### config.mk
export PLATFORM = sky130hd
export DESIGN_NAME = pwm_multi_ch
export DESIGN_NICKNAME = d
export VERILOG_FILES = /design/src/rtl/pwm_pkg.sv /design/src/rtl/pwm_timebase.sv /design/src/rtl/pwm_multi_ch.sv
export SDC_FILE = /design/constraint.sdc
export NUM_CORES = 1
export LEC_CHECK = 0
export CAP_MARGIN = 20
export CORE_MARGIN = 10
export CORE_UTILIZATION = 52
export CTS_CLUSTER_DIAMETER = 120
export CTS_CLUSTER_SIZE = 24
export DETAILED_ROUTE_END_ITERATION = 10
export MAX_ROUTING_LAYER = met4
export PLACE_DENSITY = 0.74
export SYNTH_ARGS = -nofsm -noshare
export SYNTH_HDL_FRONTEND = slang
export SYNTH_SLANG_ARGS = --single-unit
export TNS_END_PERCENT = 5
### constraint.sdc
create_clock -name i_clk -period 3.15 [get_ports i_clk]
set_input_delay 0.4725 -clock i_clk [delete_from_list [all_inputs] [get_ports i_clk]]
set_output_delay 0.4725 -clock i_clk [all_outputs]
set_load 0.1 [all_outputs]
### src/rtl/pwm_pkg.sv
// Shared types for the multi-channel PWM generator.
package pwm_pkg;

  // Counting mode of the shared timebase.
  typedef enum logic {
    PWM_EDGE   = 1'b0,
    PWM_CENTER = 1'b1
  } pwm_mode_e;

  // Count direction, only meaningful in center-aligned mode.
  typedef enum logic {
    DirUp   = 1'b0,
    DirDown = 1'b1
  } pwm_dir_e;

  // Default width of counter, period and duty values.
  parameter int unsigned DutyWidth = 8;
  typedef logic [DutyWidth-1:0] duty_t;

endpackage

### src/rtl/pwm_timebase.sv
// Shared PWM timebase: counter, direction and period-boundary detection.
module pwm_timebase
  import pwm_pkg::*;
#(
  parameter int unsigned RESOLUTION = 8
) (
  input  logic                  i_clk,
  input  logic                  i_rst,
  input  logic                  i_en,
  input  logic                  i_restart,
  input  pwm_mode_e             i_mode,
  input  logic [RESOLUTION-1:0] i_period,
  output logic [RESOLUTION-1:0] o_cnt,
  output logic                  o_boundary
);

  logic [RESOLUTION-1:0] cnt_q, cnt_d;
  pwm_dir_e              dir_q, dir_d;
  logic                  boundary;

  // Boundary: last cycle of the current period for the active mode.
  always_comb begin
    boundary = 1'b0;
    if (i_period == '0) begin
      boundary = 1'b1;
    end else if (i_mode == PWM_EDGE) begin
      boundary = (cnt_q == i_period);
    end else begin
      boundary = (dir_q == DirDown) && (cnt_q == '0);
    end
  end

  // Next counter/direction; center mode repeats the turning values once.
  always_comb begin
    cnt_d = cnt_q;
    dir_d = dir_q;
    if (!i_en || i_restart || (i_period == '0)) begin
      cnt_d = '0;
      dir_d = DirUp;
    end else if (i_mode == PWM_EDGE) begin
      dir_d = DirUp;
      if (cnt_q >= i_period) begin
        cnt_d = '0;
      end else begin
        cnt_d = cnt_q + 1'b1;
      end
    end else if (dir_q == DirUp) begin
      if (cnt_q >= (i_period - 1'b1)) begin
        dir_d = DirDown;
      end else begin
        cnt_d = cnt_q + 1'b1;
      end
    end else begin
      if (cnt_q == '0) begin
        dir_d = DirUp;
      end else begin
        cnt_d = cnt_q - 1'b1;
      end
    end
  end

  // Counter and direction state.
  always_ff @(posedge i_clk or posedge i_rst) begin
    if (i_rst) begin
      cnt_q <= '0;
      dir_q <= DirUp;
    end else begin
      cnt_q <= cnt_d;
      dir_q <= dir_d;
    end
  end

  assign o_cnt      = cnt_q;
  assign o_boundary = boundary;

endmodule

### src/rtl/pwm_multi_ch.sv
// Multi-channel PWM: shadowed period/duty/mode settings over one shared timebase.
module pwm_multi_ch
  import pwm_pkg::*;
#(
  parameter int unsigned RESOLUTION = 8,
  parameter int unsigned CHANNELS   = 4
) (
  input  logic                           i_clk,
  input  logic                           i_rst,
  input  logic                           i_en,
  input  logic                           i_load,
  input  logic [RESOLUTION-1:0]          i_period,
  input  logic [CHANNELS*RESOLUTION-1:0] i_duty,
  input  logic                           i_center,
  output logic [CHANNELS-1:0]            o_pwm,
  output logic                           o_period_done,
  output logic                           o_load_ack
);

  // Pending (shadow) set.
  logic [RESOLUTION-1:0]          pend_period_q, pend_period_d;
  logic [CHANNELS*RESOLUTION-1:0] pend_duty_q, pend_duty_d;
  pwm_mode_e                      pend_mode_q, pend_mode_d;
  logic                           pend_flag_q, pend_flag_d;

  // Active set.
  logic [RESOLUTION-1:0]          act_period_q, act_period_d;
  logic [CHANNELS*RESOLUTION-1:0] act_duty_q, act_duty_d;
  pwm_mode_e                      act_mode_q, act_mode_d;

  // Registered outputs.
  logic [CHANNELS-1:0] pwm_q, pwm_d;
  logic                done_q, done_d;
  logic                ack_q, ack_d;

  logic [RESOLUTION-1:0] cnt;
  logic                  boundary;
  logic                  apply;

  // Pending settings transfer at a boundary, or immediately while disabled.
  assign apply = pend_flag_q && (boundary || !i_en);

  pwm_timebase #(
    .RESOLUTION (RESOLUTION)
  ) u_timebase (
    .i_clk      (i_clk),
    .i_rst      (i_rst),
    .i_en       (i_en),
    .i_restart  (apply),
    .i_mode     (act_mode_q),
    .i_period   (act_period_q),
    .o_cnt      (cnt),
    .o_boundary (boundary)
  );

  // Per-channel comparators against the active duty values.
  for (genvar k = 0; k < CHANNELS; k++) begin : g_ch
    assign pwm_d[k] = i_en && (cnt < act_duty_q[k*RESOLUTION +: RESOLUTION]);
  end

  // Shadow/active register updates; a load coincident with an apply waits a period.
  always_comb begin
    pend_period_d = pend_period_q;
    pend_duty_d   = pend_duty_q;
    pend_mode_d   = pend_mode_q;
    pend_flag_d   = pend_flag_q;
    act_period_d  = act_period_q;
    act_duty_d    = act_duty_q;
    act_mode_d    = act_mode_q;
    if (apply) begin
      act_period_d = pend_period_q;
      act_duty_d   = pend_duty_q;
      act_mode_d   = pend_mode_q;
      pend_flag_d  = 1'b0;
    end
    if (i_load) begin
      pend_period_d = i_period;
      pend_duty_d   = i_duty;
      pend_mode_d   = pwm_mode_e'(i_center);
      pend_flag_d   = 1'b1;
    end
  end

  // Status outputs for the next cycle.
  always_comb begin
    done_d = i_en && boundary;
    ack_d  = apply;
  end

  // Settings and output registers.
  always_ff @(posedge i_clk or posedge i_rst) begin
    if (i_rst) begin
      pend_period_q <= '0;
      pend_duty_q   <= '0;
      pend_mode_q   <= PWM_EDGE;
      pend_flag_q   <= 1'b0;
      act_period_q  <= '0;
      act_duty_q    <= '0;
      act_mode_q    <= PWM_EDGE;
      pwm_q         <= '0;
      done_q        <= 1'b0;
      ack_q         <= 1'b0;
    end else begin
      pend_period_q <= pend_period_d;
      pend_duty_q   <= pend_duty_d;
      pend_mode_q   <= pend_mode_d;
      pend_flag_q   <= pend_flag_d;
      act_period_q  <= act_period_d;
      act_duty_q    <= act_duty_d;
      act_mode_q    <= act_mode_d;
      pwm_q         <= pwm_d;
      done_q        <= done_d;
      ack_q         <= ack_d;
    end
  end

  assign o_pwm         = pwm_q;
  assign o_period_done = done_q;
  assign o_load_ack    = ack_q;

endmodule

==> results of run 1 <==
[through the flow]
stage	area [um^2]	setup WS [ns]	utilization, %
2_1_floorplan	5161	0.1154	-
3_3_place_gp	5833	0.4268	59.95
3_5_place_dp	5833	0.3866	59.95
4_1_cts	6028	0.3480	61.96
5_1_grt	6028	0.02034	61.96
6_report	6028	0.3503	61.96
[cells by family after synthesis]
logic type / after synthesis
DFF: 98
muxes: 84
AOI/OAI and AO/OA: 62
buffers and inverters: 59
and+or+nand+nor: 55
adders and majority gates: 48
xor gates and xnor gates: 7
[layout by cell type, fill, tap and decap left out, drive strengths merged, types with 2 or more instances in the layout]
| master | synthesis | routed |
|---|---|---|
| nand2 | 10 | 10 |
| a211oi | 4 | 4 |
| clkdlybuf4s50 | 0 | 43 |
| inv | 48 | 47 |
| nand2b | 6 | 6 |
| mux2i | 2 | 2 |
| nor4 | 5 | 5 |
| a21o | 9 | 9 |
| nand4 | 4 | 4 |
| nor3 | 4 | 4 |
| and2 | 3 | 3 |
| dfrtp | 98 | 98 |
| ha | 48 | 48 |
| o21ai | 15 | 15 |
| or4 | 6 | 6 |
| clkinv | 0 | 5 |
| nor2 | 7 | 7 |
| a21boi | 4 | 4 |
| a21oi | 7 | 7 |
| clkbuf | 7 | 11 |
| nand3 | 4 | 4 |
| o211a | 2 | 2 |
| o311ai | 5 | 5 |
| mux2 | 82 | 82 |
| a31oi | 3 | 3 |
| and3 | 2 | 2 |
| o21a | 2 | 2 |
| xnor2 | 7 | 7 |
| buf | 4 | 18 |
[routing by layer]
layer,track usage [%],share of wire [%],wire length [um],vias to the layer above
li1,-,-,-,1603
met1,19.25,46,4633,1580
met2,24.28,50,5039,48
met3,2.813,2.5,251,13
met4,5.656,1.8,180,0
met5,-,0,0,-
[state kept, by name (all words and copies together), names as in the netlist]
name / cells
act_duty_q: 32
act_mode_q: 1
act_period_q: 8
o_load_ack: 1
o_period_done: 1
o_pwm: 4
pend_duty_q: 32
pend_flag_q: 1
pend_mode_q: 1
pend_period_q: 8
u_timebase.dir_q: 1
u_timebase.o_cnt: 8
[power groups by stage]
stage	Sequential (mW)	Combinational (mW)	Clock (mW)
after floorplan	1.65	0.604	0
after global placement	1.60	0.862	0
after detailed placement	1.61	0.884	0
after CTS	1.59	0.895	0.837
after global routing	1.61	0.989	0.899
final	1.58	0.883	0.822
[how the worst max path moves through the flow]
stage / endpoint / slack [ns] / cells after the start
finish: u_timebase.o_cnt[7] / 0.35 / 8
global route: u_timebase.o_cnt[7] / 0.02 / 8
CTS: u_timebase.o_cnt[7] / 0.35 / 8
detailed placement: u_timebase.o_cnt[7] / 0.39 / 8
global placement: u_timebase.o_cnt[5] / 0.43 / 11
floorplan: act_duty_q[0] / 0.12 / 1
[worst max-delay path: stages, from the launching register on]
cell	delay, ns
dfrtp_1	0.47
inv_1	0.16
ha_1	0.33
nand2b_1	0.15
a2111oi_0	0.61
o311ai_1	0.20
a31oi_1	0.26
or3b_2	0.45
o21ai_0	0.08
[cell type report]
cell class,instances,area [um^2]
clock buffers,11,141.4
clock inverters,5,53.80
fillers,795,3701
well taps,133,166.4
inverters,48,181.4
flip-flops and latches,98,2452
repair buffers,61,575.6
multi-input cells,256,2457
==> impl_metrics.tcl, run 1 <==
set metrics [dict create \
    area_delta_synth_final_pct 16.80 \
    hold_viol_final 0 \
    netlist_instances 413 \
    track_usage_pct 15.33 \
    pwr-share-seq_pct 48.2 \
    min_path_type "reg -> reg" \
    cts.reportedPaths.clkPinSlew_ns 0.10 \
    cts.repair.resized 0 \
    initial_utilization_pct 53.05 \
    die_height_um 119.6 \
    rsz0062_at_grt "no" \
    end_kind "flop" \
    grt_max_degree 58 \
    holdPathStages 1 \
    r2r-start "u_timebase.o_cnt[0]" \
    io_buffers 50 \
    synth_xor_area_share_pct 1.188 \
    power_density_nw_per_um2 545.6 \
    wire_per_inst_um 16.51 \
    cp-startpoint "u_timebase.o_cnt[0]" \
    ios 51 \
    overflow 0 \
    status "completed" \
    ys_top_cells_by_area "dfrtp_1 48%, mux2_2 12%, ha_1 12%, mux2_4 7.3%, inv_1 3.5%" \
    dp_hpwl_um 7246 \
    clock_skew_ns 0.01337 \
    slew-limit-headroom_pct 37.27 \
    async_flop_share_pct 100.0 \
    netSwitchingFraction_pct 30.22 \
    fin_crit_ns 2.800 \
    maxCapViolCount 0 \
    dr.pass1.iters 4 \
    synth-compound-area-share_pct 8.485 \
    tightest_slew_ns 0.9409 \
    antenna_found_initial 0 \
    seq_area_frac_synth_pct 47.52 \
    cts_buffers 9 \
    num_vias 3244 \
    worst-endpoint-required_ns 3.45 \
    synth_largest_type_area_fraction_pct 47.52 \
    gp_congestion 0.8462 \
    postCtsSetupBuffers 0 \
    ys_warn_count 0 \
    synth_commonest_cells "98 x dfrtp_1, 57 x mux2_2, 48 x ha_1, 48 x inv_1, 25 x mux2_4" \
    core_region_area_um2 9729 \
    leakage_nw 2.936 \
    p_sw_uw 994.2 \
    synth_seq_cells 98 \
    p_int_mw 2.295 \
    final.setup.tns_ns 0 \
    finalSetupViolations 0 \
    cts_tree "yes" \
    cts_hold_buffers 0 \
    synth-simple-area-share_pct 6.206 \
    power.total_mw 3.289 \
    cp.arrival_ns 3.10 \
    synth_top_family_by_area "multiplexers" \
    synth_area_leader_cell "dfrtp_1" \
    totalWireLength_um 10110 \
    yosys_most_used_dff "dfrtp_1" \
    die_area_um2 14310 \
    clk_latency_ns 0.37 \
    whs_endpoint "act_duty_q[20]" \
    cts.sinks 98 \
    crit_type "reg -> reg" \
    crit_fanout 8 \
    syn_nets 506 \
    dr.first_iter.drc_count 118 \
    start_kind "flop" \
    cts_root_buffer "clkbuf_8" \
    synth_edf_count 0 \
    hold_ws_ns 0.5070 \
    placed_cells 596 \
    yosysMostFrequentCell "dfrtp_1" \
    vdd_drop_max_v 0.0002753 \
    ff2ff_setup_slack_ns 0.35 \
    syn_area_um2 5161 \
    viasPerCell 5.301 \
    synth_adder_area_share_pct 11.64 \
    synthDistinctLibCells 48 \
    die_w_um 119.6 \
    rows 36 \
    drc 0 \
    worstRegToRegCells 8 \
    grt_pass1_vias 3506 \
    clockBufferDepth 2 \
    period_share_pct 88.88 \
    grt_pass1_wl_um 17330 \
    stdcell_count 612 \
    drv_slew 0 \
    combPwrFrac_pct 26.8 \
    min_from "pend_duty_q[20]" \
    p_clk_share_pct 25.0 \
    r2r-end "u_timebase.o_cnt[7]" \
    drive_gt1_share_pct 25.89 \
    syn_avg_cell_area_um2 12.50 \
    nNetsFinal 567 \
    synthMuxAreaShare_pct 20.10 \
    ant_nets 0 \
    fmax_mhz 357.2 \
    ctsHtreeMaxLevel 3 \
    insertedDiodeCount 0 \
]
No activity file was read; power rests on OpenSTA's default activity.
==> run 2, diff against run 1 <==
--- a/config.mk
+++ b/config.mk
@@ -9,7 +9,7 @@
 export CORE_MARGIN = 10
 export CORE_UTILIZATION = 52
 export CTS_CLUSTER_DIAMETER = 120
-export CTS_CLUSTER_SIZE = 24
+export CTS_CLUSTER_SIZE = 40
 export DETAILED_ROUTE_END_ITERATION = 10
 export MAX_ROUTING_LAYER = met4
 export PLACE_DENSITY = 0.74
==> results of run 2 <==
Same layout as run 1: the final DEF is identical, and so are final timing and power.
